`src/rtl/wdata_handler.sv`:
```
// rtl/wdata_handler.sv - deskews systolic-array result columns and writes full rows to RAM port C
//
// Purpose:
//    Takes the skewed C results leaving the systolic array, realigns the
//    columns into complete rows and writes each row to consecutive RAM
//    addresses starting at a latched base. A start/done handshake frames
//    one result matrix of a latched number of rows.
//
// Ports:
//    clk_i        clock, all logic on the rising edge
//    rst_i        synchronous active-high reset
//    start_i      begin a job (accepted only in IDLE)
//    base_addr_i  first row address, latched on an accepted start
//    num_rows_i   rows to write, latched on an accepted start
//    col_valid_i  per-column result valid (skewed, column j lags column 0 by j)
//    col_data_i   per-column result data, lane j at [j*DATA_W +: DATA_W]
//    busy_o       high while collecting rows
//    done_o       one-cycle pulse at job end
//    err_o        sticky skew error, cleared on an accepted start
//    addr_c_o     RAM port C row address
//    wdata_c_o    RAM port C row data, lanes in column order
//    we_c_o       RAM port C write enable

module wdata_handler #(
   parameter int N      = 4,
   parameter int DATA_W = 16,
   parameter int ADDR_W = 8
) (
   input  logic                  clk_i,
   input  logic                  rst_i,
   input  logic                  start_i,
   input  logic [ADDR_W-1:0]     base_addr_i,
   input  logic [ADDR_W-1:0]     num_rows_i,
   input  logic [N-1:0]          col_valid_i,
   input  logic [N*DATA_W-1:0]   col_data_i,
   output logic                  busy_o,
   output logic                  done_o,
   output logic                  err_o,
   output logic [ADDR_W-1:0]     addr_c_o,
   output logic [N*DATA_W-1:0]   wdata_c_o,
   output logic                  we_c_o
);

   typedef enum logic [1:0] {
      S_IDLE    = 2'd0,
      S_COLLECT = 2'd1,
      S_DONE    = 2'd2
   } state_t;

   state_t                r_state;
   state_t                w_state_nxt;

   logic [ADDR_W-1:0]     r_base;
   logic [ADDR_W-1:0]     r_num_rows;
   logic [ADDR_W-1:0]     r_row_cnt;
   logic                  r_err;
   logic                  r_we;
   logic [ADDR_W-1:0]     r_addr;
   logic [N*DATA_W-1:0]   r_wdata;

   logic [N-1:0]          w_dv;
   logic [N*DATA_W-1:0]   w_dd;
   logic                  w_row_valid;
   logic                  w_partial;
   logic [ADDR_W-1:0]     w_cnt_inc;
   logic                  w_busy;
   logic                  w_done;

   // Column j lags column 0 by j cycles, so it is delayed by N-1-j stages to
   // line every column up with the last one. The lines shift in every state.
   for (genvar j = 0; j < N; j++) begin : g_col
      if (j == N - 1) begin : g_direct
         assign w_dv[j]                   = col_valid_i[j];
         assign w_dd[j*DATA_W +: DATA_W]  = col_data_i[j*DATA_W +: DATA_W];
      end else begin : g_dly
         localparam int DEPTH = N - 1 - j;
         logic [DEPTH-1:0]        r_v;
         logic [DEPTH*DATA_W-1:0] r_d;

         always_ff @(posedge clk_i) begin
            if (rst_i) begin
               r_v <= '0;
               r_d <= '0;
            end else begin
               r_v[0]          <= col_valid_i[j];
               r_d[0 +: DATA_W] <= col_data_i[j*DATA_W +: DATA_W];
               for (int k = 1; k < DEPTH; k++) begin
                  r_v[k]                <= r_v[k-1];
                  r_d[k*DATA_W +: DATA_W] <= r_d[(k-1)*DATA_W +: DATA_W];
               end
            end
         end

         assign w_dv[j]                  = r_v[DEPTH-1];
         assign w_dd[j*DATA_W +: DATA_W] = r_d[(DEPTH-1)*DATA_W +: DATA_W];
      end
   end

   assign w_row_valid = &w_dv;
   // Some but not all columns present: the slice is misaligned and dropped.
   assign w_partial   = (|w_dv) & ~w_row_valid;
   assign w_cnt_inc   = r_row_cnt + ADDR_W'(1);

   always_comb begin
      w_state_nxt = r_state;
      w_busy      = 1'b0;
      w_done      = 1'b0;
      case (r_state)
         S_IDLE: begin
            if (start_i) begin
               w_state_nxt = (num_rows_i == '0) ? S_DONE : S_COLLECT;
            end
         end
         S_COLLECT: begin
            w_busy = 1'b1;
            if (w_row_valid && (w_cnt_inc == r_num_rows)) begin
               w_state_nxt = S_DONE;
            end
         end
         S_DONE: begin
            w_done      = 1'b1;
            w_state_nxt = S_IDLE;
         end
         default: begin
            w_state_nxt = S_IDLE;
         end
      endcase
   end

   always_ff @(posedge clk_i) begin
      if (rst_i) begin
         r_state <= S_IDLE;
      end else begin
         r_state <= w_state_nxt;
      end
   end

   always_ff @(posedge clk_i) begin
      if (rst_i) begin
         r_base     <= '0;
         r_num_rows <= '0;
         r_row_cnt  <= '0;
         r_err      <= 1'b0;
         r_we       <= 1'b0;
         r_addr     <= '0;
         r_wdata    <= '0;
      end else begin
         r_we <= 1'b0;
         case (r_state)
            S_IDLE: begin
               if (start_i) begin
                  r_base     <= base_addr_i;
                  r_num_rows <= num_rows_i;
                  r_row_cnt  <= '0;
                  r_err      <= 1'b0;
               end
            end
            S_COLLECT: begin
               if (w_row_valid) begin
                  r_we      <= 1'b1;
                  // Address wraps modulo 2^ADDR_W by construction.
                  r_addr    <= r_base + r_row_cnt;
                  r_wdata   <= w_dd;
                  r_row_cnt <= w_cnt_inc;
               end
               if (w_partial) begin
                  r_err <= 1'b1;
               end
            end
            default: begin
            end
         endcase
      end
   end

   assign busy_o    = w_busy;
   assign done_o    = w_done;
   assign err_o     = r_err;
   assign we_c_o    = r_we;
   assign addr_c_o  = r_addr;
   assign wdata_c_o = r_wdata;

endmodule

```
`config.mk`:
```
export PLATFORM = sky130hd
export DESIGN_NAME = wdata_handler
export DESIGN_NICKNAME = d
export VERILOG_FILES = /design/src/rtl/wdata_handler.sv
export SDC_FILE = /design/constraint.sdc
export NUM_CORES = 1
export LEC_CHECK = 0
export CAP_MARGIN = 30
export CELL_PAD_IN_SITES_DETAIL_PLACEMENT = 0
export CELL_PAD_IN_SITES_GLOBAL_PLACEMENT = 1
export CORE_MARGIN = 1
export CORE_UTILIZATION = 40
export DETAILED_ROUTE_END_ITERATION = 10
export GPL_TIMING_DRIVEN = 0
export PLACE_DENSITY_LB_ADDON = 0.1
export REMOVE_ABC_BUFFERS = 1
export SYNTH_ARGS = -nofsm -noshare
export SYNTH_HDL_FRONTEND = slang
export SYNTH_SLANG_ARGS = --single-unit
```
`constraint.sdc`:
```
create_clock -name clk_i -period 6.3 [get_ports clk_i]
set_input_delay 0.63 -clock clk_i [delete_from_list [all_inputs] [get_ports clk_i]]
set_output_delay 0.63 -clock clk_i [all_outputs]
set_load 0.01 [all_outputs]
```
==> results.cfg <==
[grt]
grt_pass1_wl_mm = 24.0
grt_usage = 0.167
grt_max_degree = 117
antenna_found_initial = 0
first_global_vias = 4995
grt_overflow = 0

[die]
fp.dieH_um = 133
num_rows = 47
start_util = 0.412
die_x_um = 133
pin_count = 163
dieArea_um2 = 17700
core_area_um2 = 16600

[synth]
synth_top_family_by_area = simple AND/OR/NAND/NOR gates
synth-async-reset-ratio = 0
synth_edf_count = 0
synth-warning-count = 0
synthAdderAreaFrac = 0.0190
syn_area_um2 = 6850
ys_ff_latch = 202
synth_cells = 743
synthXorXnorAreaFrac = 0.0141
yosys.area.top_type_share = 0.590
synth_area_leader_cell = dfxtp_1
synth_ff_type = dfxtp_1
muxShareOfSynthArea = 0.00164
ys_types = 48
ys_top_cells_by_area = dfxtp_1 59%, nand2_1 9.6%, nor2b_1 9.5%
synthSimpleGateAreaFrac = 0.242
syn_area_per_cell_um2 = 9.22
ys_seq_area_frac = 0.590
synth-compound-area-share = 0.0977

[place]
gp_congestion = 0.739
place.port_buffers = 162
placed_cells = 1082
place_hpwl_mm = 9.26
place_area_um2 = 8650

[finish]
fillCellCount = 1492
stdcell_area_um2 = 9430
stdcell_count = 1120
diodes = 0
multiInputGateArea_um2 = 2580
post-route-util = 0.566
drive_gt1_frac = 0.0556
regArea_um2 = 4040
area_delta_synth_final_pct = 37.6
nets = 982

[clock_network]
cts_resized = 0
cts.sinks = 202
cts_buffer_depth = 3
clk_latency_ns = 0.48
cts-root-buf = clkbuf_16
htreeDepth = 1
tritoncts.num_buffers = 22
tritoncts = done
cts_setup_buffers = 0
cts_hold_buf = 0
clk_pin_slew_ns = 0.06

[setup_path]
critPathRequiredTime_ns = 5.67
arrival_ns = 1.75
crit_fanout = 5
criticalPathCategory = reg2out
cp-start-kind = register
endpoint_kind = primary output

[route]
antenna_left = 0
firstDrtPassIters = 4
finalWirelength_mm = 14.7
drt_iter0_markers = 254
drc_errors = 0
wl_per_cell_um = 13.1
via_per_inst = 4.64
vias = 5198

[timing]
relSlewSlack = 0.434
whs_ns = 0.428
slew_violations = 0
report.final.setup_viol = 0
tns_ns = 0
finalClockSkew_ns = 0.00513
rsz0062_at_grt = no
worst_slew_pin_slew_ns = 0.846
fin_crit_ns = 2.38
period_share = 0.378
finalHoldViolCount = 0
clock.fmax_mhz = 420

[power]
p_clk_frac = 0.475
p_sw_uw = 547
p_comb_frac = 0.049
ir_worst_vdd_uv = 196
p_int_uw = 2240
swShare = 0.196
p_seq_frac = 0.476
power_density_nw_per_um2 = 296
p_leak_uw = 0.00341

[job]
cap_viol_max_count = 0

[status]
status = completed

[worst_hold_path]
hp-class = reg2reg
-- worst paths after layout --
path / start / end / slack (ns) / cells after the start
setup / recovery: r_state[1]$_SDFFE_PP0P_ / busy_o / 3.92 / 3
hold / removal: g_col[0].g_dly.r_d[16]$_SDFF_PP0_ / g_col[0].g_dly.r_d[32]$_SDFF_PP0_ / 0.43 / 1
setup reg to reg: r_row_cnt[0]$_SDFFE_PP0P_ / r_state[1]$_SDFFE_PP0P_ / 3.99 / 7
hold reg to reg: g_col[0].g_dly.r_d[16]$_SDFF_PP0_ / g_col[0].g_dly.r_d[32]$_SDFF_PP0_ / 0.43 / 1
-- state kept, by name, summed over array words and instances (netlist names) --
register         count
g_col.g_dly.r_d     96
wdata_c_o           64
addr_c_o             8
r_base               8
r_num_rows           8
r_row_cnt            8
g_col.g_dly.r_v      6
r_state              2
err_o                1
we_c_o               1
-- cell type report --
cell class	instances	share of cell area
repair buffers	166	0.182
flip-flops and latches	202	0.429
inverters	9	0.00358
multi-input cells	485	0.273
clock buffers	33	0.0746
well taps	220	0.0292
clock inverters	5	0.00796
-- layer usage --
metal  part of all wire  up-vias  global-route usage  routed length, um
met5                  0        -                   0                  0
met4              0.025        0              0.0639                370
met2               0.48      118               0.287               6980
met1               0.43     2360               0.200               6360
met3              0.065       30              0.0398                949
li1                   -     2690                   -                  -
-- cell usage after synthesis, drive strengths merged, types with 5 or more instances --
master and instances:
dfxtp 202, nand2 176, nor2b 104, a21oi 98, clkbuf 40, nor2 19, o21ai 10, inv 9
ha 8, xnor2 8, buf 7, nand3b 6, nor3 6, nand3 5, nand4 5
-- metrics by stage --
step / total power (uW) / setup slack [ns]
2_1_floorplan: 1400 / 3.48
3_3_place_gp: 1490 / -0.664
3_5_place_dp: 1490 / 3.77
4_1_cts: 2830 / 3.89
5_1_grt: 2900 / 3.83
6_report: 2790 / 3.92
-- power by group through the flow --
stage          clock network (uW)  logic, uW  registers (uW)
2_1_floorplan                   0       49.4            1350
3_3_place_gp                    0        138            1350
3_5_place_dp                    0        139            1350
4_1_cts                      1370        140            1330
5_1_grt                      1420        153            1330
6_report                     1330        138            1330
-- kinds of logic (layout without fill, tap and decap cells) --
kind of cell | Yosys count | count (layout)
and+or+nand+nor | 340 | 340
DFF | 202 | 202
AOI/OAI and AO/OA | 123 | 123
buffers and inverters | 56 | 213
xor gates and xnor gates | 11 | 11
adders and majority gates | 10 | 10
muxes | 1 | 1
-- cell usage in the layout, fill, tap and decap left out, types with 2 or more instances in the layout --
| master | count |
|---|---|
| or4_1 | 2 |
| a21boi_0 | 2 |
| nand4_1 | 5 |
| clkinv_2 | 3 |
| xnor2_1 | 8 |
| ha_1 | 8 |
| nor2b_1 | 104 |
| a21oi_1 | 96 |
| nor2_1 | 19 |
| a21oi_2 | 2 |
| dfxtp_1 | 202 |
| o21ai_1 | 2 |
| nand2_1 | 175 |
| clkbuf_8 | 9 |
| a211oi_1 | 3 |
| a2111oi_0 | 2 |
| inv_1 | 9 |
| buf_16 | 3 |
| bufinv_16 | 2 |
| clkdlybuf4s50_1 | 161 |
| o21ai_0 | 8 |
| nor3_1 | 6 |
| nor4_1 | 4 |
| nand3b_1 | 6 |
| or3_1 | 3 |
| clkbuf_16 | 23 |
| nand3_1 | 4 |
| buf_6 | 2 |
| xor2_1 | 3 |
-- worst max-delay path, cell delays in order (launching register included) --
cell and delay, ns:
dfxtp_1 0.33, nand2b_2 0.22, inv_1 0.15, clkdlybuf4s50_1 0.56
(Power assumes the default switching activity.)
